$ cat config.mk
export PLATFORM = sky130hd
export DESIGN_NAME = pc_sequencer
export DESIGN_NICKNAME = d
export VERILOG_FILES = /design/src/rtl/pc_seq_pkg.sv /design/src/rtl/pc_redirect_hold.sv /design/src/rtl/pc_sequencer.sv
export SDC_FILE = /design/constraint.sdc
export NUM_CORES = 1
export LEC_CHECK = 0
export CAP_MARGIN = 20
export CORE_ASPECT_RATIO = 0.5
export CORE_UTILIZATION = 40
export CTS_CLUSTER_SIZE = 8
export DETAILED_ROUTE_END_ITERATION = 16
export DONT_BUFFER_PORTS = 1
export PLACE_DENSITY = 0.61
export SLEW_MARGIN = 5
export SYNTH_ARGS = -nofsm -noshare
export SYNTH_HDL_FRONTEND = slang
export SYNTH_HIERARCHICAL = 1
export SYNTH_SLANG_ARGS = --single-unit
$ cat constraint.sdc
create_clock -name Clk -period 6.8 [get_ports Clk]
set_input_delay 1.02 -clock Clk [delete_from_list [all_inputs] [get_ports Clk]]
set_output_delay 1.02 -clock Clk [all_outputs]
set_load 0.05 [all_outputs]
$ cat src/rtl/pc_seq_pkg.sv
// Shared types for the fetch-stage next-PC controller: FSM states, redirect sources
// ordered by priority, and reset/exception vector defaults.
package pc_seq_pkg;

  typedef enum logic [1:0] {
    ST_BOOT = 2'd0,
    ST_RUN  = 2'd1,
    ST_WAIT = 2'd2
  } state_e;

  // Numeric order of the encoding is the redirect priority.
  typedef enum logic [1:0] {
    SRC_NONE   = 2'd0,
    SRC_JUMP   = 2'd1,
    SRC_BRANCH = 2'd2,
    SRC_EXC    = 2'd3
  } src_e;

  typedef struct packed {
    src_e        src;
    logic [31:0] tgt;
  } redir_t;

  localparam logic [31:0] RESET_VECTOR_DEF = 32'h0000_0000;
  localparam logic [31:0] INSTR_BYTES_DEF  = 32'd4;
  localparam logic [31:0] EXC_VECTOR_DEF   = 32'h8000_0180;

  // A live request at least as urgent as the held one replaces it on consume.
  function automatic logic outranks(input src_e a, input src_e b);
    return (a != SRC_NONE) && (a >= b);
  endfunction

endpackage

$ cat src/rtl/pc_redirect_hold.sv
// Holds the most urgent redirect seen while instruction memory is busy; a strictly
// higher-priority request replaces it, anything else is dropped.
module pc_redirect_hold
  import pc_seq_pkg::*;
(
  input  logic   clk_i,
  input  logic   rst_i,
  input  logic   capture_i,
  input  logic   consume_i,
  input  redir_t req_i,
  output redir_t pend_o
);

  redir_t pend_q, pend_d;

  always_comb begin
    pend_d = pend_q;
    if (consume_i)
      pend_d.src = SRC_NONE;
    else if (capture_i && (req_i.src > pend_q.src))
      pend_d = req_i;
  end

  always_ff @(posedge clk_i) begin
    if (rst_i) pend_q <= '{src: SRC_NONE, tgt: '0};
    else       pend_q <= pend_d;
  end

  assign pend_o = pend_q;

endmodule

$ cat src/rtl/pc_sequencer.sv
// Next-address controller for the PC register: sequential / jump / branch / stall
// arbitration with redirects held across instruction-memory busy cycles.
// Optional exception path enabled by defining EXC_VECTOR_EN.
module pc_sequencer
  import pc_seq_pkg::*;
#(
  parameter logic [31:0] RESET_VECTOR = RESET_VECTOR_DEF,
  parameter logic [31:0] INSTR_BYTES  = INSTR_BYTES_DEF
`ifdef EXC_VECTOR_EN
  ,
  parameter logic [31:0] EXC_VECTOR   = EXC_VECTOR_DEF
`endif
) (
  input  logic        Clk,
  input  logic        Reset,
  input  logic [31:0] PCResult,
  input  logic        Stall,
  input  logic        ImemReady,
  input  logic        Jump,
  input  logic [31:0] JumpTarget,
  input  logic        BranchTaken,
  input  logic [31:0] BranchTarget,
`ifdef EXC_VECTOR_EN
  input  logic        ExcReq,
  output logic [31:0] EPC,
`endif
  output logic [31:0] Address,
  output logic        FetchValid,
  output logic        FlushIF
);

  state_e state_q, state_d;
  redir_t req, pend, sel;
  logic   active, take;

  always_comb begin
    req = '{src: SRC_NONE, tgt: '0};
    if (Jump)        req = '{src: SRC_JUMP,   tgt: JumpTarget};
    if (BranchTaken) req = '{src: SRC_BRANCH, tgt: BranchTarget};
`ifdef EXC_VECTOR_EN
    if (ExcReq)      req = '{src: SRC_EXC,    tgt: EXC_VECTOR};
`endif
  end

  assign active = !Reset && (state_q != ST_BOOT);
  assign sel    = outranks(req.src, pend.src) ? req : pend;
  assign take   = active && ImemReady && (sel.src != SRC_NONE);

  pc_redirect_hold u_hold (
    .clk_i     (Clk),
    .rst_i     (Reset),
    .capture_i (active && !ImemReady),
    .consume_i (active && ImemReady),
    .req_i     (req),
    .pend_o    (pend)
  );

  // Redirects win over stall; in WAIT only a redirect moves the PC.
  always_comb begin
    Address    = PCResult;
    FetchValid = 1'b0;
    FlushIF    = 1'b0;
    if (!active) begin
      Address = RESET_VECTOR;
    end else if (take) begin
      Address = sel.tgt;
      FlushIF = 1'b1;
    end else if (ImemReady && (state_q == ST_RUN) && !Stall) begin
      Address    = PCResult + INSTR_BYTES;
      FetchValid = 1'b1;
    end
  end

  always_comb begin
    state_d = state_q;
    case (state_q)
      ST_BOOT: state_d = ST_RUN;
      ST_RUN:  if (!ImemReady) state_d = ST_WAIT;
      ST_WAIT: if (ImemReady)  state_d = ST_RUN;
      default: state_d = ST_BOOT;
    endcase
  end

  always_ff @(posedge Clk) begin
    if (Reset) state_q <= ST_BOOT;
    else       state_q <= state_d;
  end

`ifdef EXC_VECTOR_EN
  always_ff @(posedge Clk) begin
    if (Reset)                        EPC <= '0;
    else if (take && sel.src == SRC_EXC) EPC <= PCResult;
  end
`endif

endmodule
== Word-level counts from Yosys, hierarchy flattened ==
Index checks and enable logic that the tools add are counted.

* Bits in registers: 36
* Latch bits: 0
* RAM bits: 0
* Memory bits (read-only): 0
* Input bits: 102
* Output and inout bits: 34
* Logic and storage cells: 43
* Memories: 0

* $add $sub $neg: 1
* $mul: 0
* Divide/modulo/power cells: 0
* Order comparisons: 2
* Equal/unequal tests: 4
* Shift operators: 0
* Muxes and demuxes: 14
* Bitwise operators: 1
* Reduce and logical (&&, ||, !) cells: 18

{| class="wikitable"
|+ Operators by type and width
! kind !! count
|-
| $mux W32 || 3
|-
| $mux W34 || 2
|-
| $mux W33 || 1
|-
| $add A32 B3 Y32 const B || 1
|-
| $logic_and A1 B1 Y1 || 8
|-
| $pmux W2 S3 || 1
|-
| $reduce_bool A2 Y1 || 3
|-
| $mux W1 || 5
|-
| $mux W2 || 2
|-
| $ne A2 B2 Y1 const B || 2
|-
| $reduce_and A2 Y1 || 2
|-
| $logic_not A1 Y1 || 3
|-
| $eq A2 B1 Y1 const B || 1
|-
| $eq A2 B2 Y1 const B || 1
|-
| $ge A2 B2 Y1 || 1
|-
| $gt A2 B2 Y1 || 1
|-
| $logic_not A2 Y1 || 1
|-
| $reduce_or A2 Y1 || 1
|-
| $not A1 Y1 || 1
|}

== Longest topological paths before layout ==
* Depth after elaboration: 9
* Depth in mapped cells: 13
* Mapped depth without buffers: 9

== Modules after synthesis ==
The synthesis kept the hierarchy.

{| class="wikitable"
|+ Modules (own cells, without submodules)
! module !! instances !! cells an instance !! area each (µm²) !! sequential area each (µm²)
|-
| pc_sequencer || 1 || 296 || 2,034.5 || 40.0
|-
| pc_redirect_hold || 1 || 157 || 1,597.8 || 680.7
|}

== Worst setup path after synthesis ==
No wires, ideal clock.

* Path type: in2out
* Start point: input BranchTaken
* End point: output Address[17]
* Data arrival time: 4.625 ns
* Required time: 5.780 ns
* Path slack: 1.155 ns
* Cell stages on the path: 12
* Buffers on the path: 4
* Path through: buf_2 nor2b_1 clkbuf_1 clkbuf_1 inv_1 ha_1 nand2b_1 a2111o_1 nand3_1 clkinv_1 clkbuf_1 a211oi_1

{| class="wikitable"
|+ RTL lines
! element !! RTL line !! text
|-
| from (decl) || pc_sequencer.sv:21 || <nowiki>input logic BranchTaken,</nowiki>
|-
| to (decl) || pc_sequencer.sv:27 || <nowiki>output logic [31:0] Address,</nowiki>
|}

== Worst setup path after layout ==
* Start point: input Jump
* End point: output Address[4]

* Cells in the longest elaborated chain, start to end: 9
* Elaborated cells on any way between the ends: 10
* Classes of those cells: 1 x order compare; 5 x mux; 4 x reduce/logical

{| class="wikitable"
|+ RTL lines
! element !! RTL line !! text
|-
| from (decl) || pc_sequencer.sv:19 || <nowiki>input logic Jump,</nowiki>
|-
| $mux W33 * || pc_sequencer.sv:38 || <nowiki>if (Jump) req = '{src: SRC_JUMP, tgt: JumpTarget};</nowiki>
|-
| $mux W34 * || pc_sequencer.sv:39 || <nowiki>if (BranchTaken) req = '{src: SRC_BRANCH, tgt: BranchTarget};</nowiki>
|-
| $ge A2 B2 Y1 or $reduce_bool A2 Y1 (tied branches) || pc_seq_pkg.sv:30 || <nowiki>return (a != SRC_NONE) && (a >= b);</nowiki>
|-
| $logic_and A1 B1 Y1 || pc_seq_pkg.sv:30 ||
|-
| $mux W34 * || pc_sequencer.sv:46 || <nowiki>assign sel = outranks(req.src, pend.src) ? req : pend;</nowiki>
|-
| $reduce_bool A2 Y1 || pc_sequencer.sv:47 || <nowiki>assign take = active && ImemReady && (sel.src != SRC_NONE);</nowiki>
|-
| $logic_and A1 B1 Y1 || pc_sequencer.sv:47 ||
|-
| $mux W32 * || pc_sequencer.sv:65 || <nowiki>end else if (take) begin</nowiki>
|-
| $mux W32 * || pc_sequencer.sv:63 || <nowiki>if (!active) begin</nowiki>
|}

Every way passes the cells marked *; elsewhere a longest branch is shown, timed or not.

==> impl_metrics.tcl <==
set metrics [dict create \
    antenna_found_initial 0 \
    vias 3238 \
    grt_start_max_net_pins 69 \
    synth_top_family_by_area "simple AND/OR/NAND/NOR gates" \
    period_minus_slack_ns 5.287 \
    rsz0062_at_grt "no" \
    min_path_type "flip-flop to flip-flop" \
    syn_avg_cell_area_um2 8.018 \
    instances_no_fill 548 \
    synth_xor_area_share_pct 3.617 \
    insertedDiodeCount 0 \
    yosysSeqAreaShare_pct 19.84 \
    synthMuxAreaShare_pct 15.71 \
    viasPerCell 5.909 \
    max_freq_mhz 189.1 \
    dpl-instance-area_mm2 0.003801 \
    skew_ns 0.004371 \
    grt.busiest_layer "met2" \
    finalCritPeriodShare_pct 77.76 \
    tns_ns 0 \
    cp_max_fo 32 \
    dp.cells 540 \
    synth_fa_ha_area_share_pct 1.998 \
    design_area_mm2 0.003969 \
    cts-resized-gates 0 \
    ios 136 \
    grt_use_total_pct 21.99 \
    layout-drive-gt1-share_pct 14.85 \
    synth_compound_area_share_pct 20.81 \
    gp_congestion 0.8418 \
    cts_hold_buf 0 \
    dieArea_mm2 0.009489 \
    cts-root-buf "clkbuf_16" \
    seqCellArea_um2 720.7 \
    antenna_left 0 \
    grt_overflow 0 \
    core_mm2 0.008768 \
    hpwl_um 7787 \
    use_met3_pct 5.994 \
    die_w_um 136.8 \
    clk_path_buf_depth 2 \
    drt_wl_total_um 10320 \
    fp.dieH_um 69.38 \
    slew_headroom_pct 26.39 \
    grt_pass1_vias 3100 \
    cts_sinks 36 \
    grt_pass1_wl_um 16290 \
    final_common_cell "nand2b_1" \
    drc 0 \
    start_util_pct 41.42 \
    rr_worst_depth 5 \
    syn2layout_area_growth_pct 9.266 \
    leakagePower_nw 1.301 \
    nNetsFinal 537 \
    fp-row-count 24 \
    synthCells 453 \
    synth-edff-count 0 \
    final_cell_mix "nand2b_1 (65), mux2i_1 (57), dfxtp_1 (36), a22o_1 (32)" \
    critPathArrivalTime_ns 4.27 \
    cap_viol_max_count 0 \
    met2_usage_pct 32.66 \
    criticalPathCategory "input port to output port" \
    ir_worst_vdd_mv 0.09175 \
    hold_depth 2 \
    synthFlopType "dfxtp_1" \
    netlist_area_mm2 0.003632 \
    start_kind "input port" \
    grt.met1_usage_pct 31.35 \
    powerDensity_mw_per_mm2 167.6 \
    insertion_delay_ns 0.28 \
    ys_types 53 \
    slew_violations 0 \
    port_buffers 0 \
    tritoncts "yes" \
    multi_input_area_mm2 0.002836 \
    clkSlewWorstSetupHoldPaths_ns 0.06 \
    synth-simple-area-share_pct 31.55 \
    dr.pass1.iters 6 \
    finalPower_w 0.0006651 \
    fillers 888 \
    cts_setup_buffers 0 \
    cts_buffers 5 \
    synth_seq_cells 36 \
    hold_viol 0 \
    drt_iter0_drc 163 \
    worst_pin_slew_ns 1.108 \
    worstSetupEndpointType "output port" \
    final_core_util_pct 45.26 \
    wl_per_cell_um 18.83 \
    synthesis.nets 560 \
    status "completed" \
    required_ns 5.78 \
    ys_warn_count 6 \
    async_reset_ff_share_pct 0 \
    final-setup-viol-count 0 \
    cts_htree_levels 2 \
]
==> report_power, final <==
group / switching [W] / internal [W]
combinational: 0.000120 / 0.0000629
clock: 0.0000908 / 0.000172
sequential: 0.00000381 / 0.000215
total: 0.000215 / 0.000451
==> state kept, by name, summed over array words and instances, names as in the netlist <==
register and count:
state_q 2, u_hold/pend_o 34
==> Yosys cell counts, drive strengths merged (2+ instances only) <==
library cell	number	area (um^2)
inv	13	48.80
a211oi	26	195.2
or3	6	38.79
a31o	2	17.52
nand2	26	97.59
nand2b	65	406.6
o31a	7	65.06
buf	10	85.07
nor2	17	63.81
and3	5	31.28
a2111o	2	22.52
a311oi	3	32.53
nor3	24	120.1
nand4	9	86.33
mux2i	57	570.6
o21ai	3	15.01
ha	5	62.56
a22o	32	280.3
o31ai	2	15.01
xor2	4	35.03
nor4	14	93.84
or2	3	18.77
nor2b	2	20.02
clkbuf	26	97.59
xnor2	11	96.34
a21oi	9	45.04
o21a	3	22.52
and2	4	26.28
dfxtp	36	720.7
and4	3	26.28
nand3	12	60.06
==> area by class of cell <==
| class | instances | share of cell area [%] |
|---|---|---|
| clock buffers | 5 | 3.153 |
| clock inverters | 3 | 1.072 |
| inverters | 14 | 1.324 |
| multi-input cells | 367 | 71.47 |
| flip-flops and latches | 36 | 18.16 |
| well taps | 117 | 3.689 |
| repair buffers | 6 | 1.135 |
==> stage by stage <==
step                      setup slack, ns  hold WS, ns
after floorplan                     1.155       0.4440
after global placement              1.577       0.4581
after detailed placement            1.540       0.4584
after CTS                           1.518       0.4746
after global routing                1.295       0.4934
final                               1.513       0.4726
==> worst paths after layout <==
kind,from,endpoint,slack (ns)
setup / recovery,Jump,Address[4],1.51
hold / removal,u_hold/pend_o[8],u_hold/pend_o[8],0.47
setup reg to reg,state_q[0],u_hold/pend_o[18],4.32
hold reg to reg,u_hold/pend_o[8],u_hold/pend_o[8],0.47
==> worst max-delay path: stages <==
cell and delay [ns]:
nor2b_2 0.12, inv_1 0.05, ha_1 0.26, nand2b_1 0.14, a2111o_1 0.15, nand3_1 0.43, inv_2 0.68, buf_4 0.48
nor3_1 0.15, a211oi_2 0.77
==> routing by layer <==
metal	part of all wire, %	vias up
met3	7.7	8
met4	0.77	0
met1	49	1513
li1	-	1626
met2	43	91
met5	0	-
==> cell families (layout without fill, tap and decap cells) <==
logic type | count (synthesis) | count (layout)
simple gates | 195 | 195
compound gates | 94 | 94
mux | 57 | 57
buf+inv | 50 | 28
flops | 36 | 36
xor+xnor | 15 | 15
fa+ha+maj | 6 | 6
Note: power is estimated with default switching activity, not from simulation.
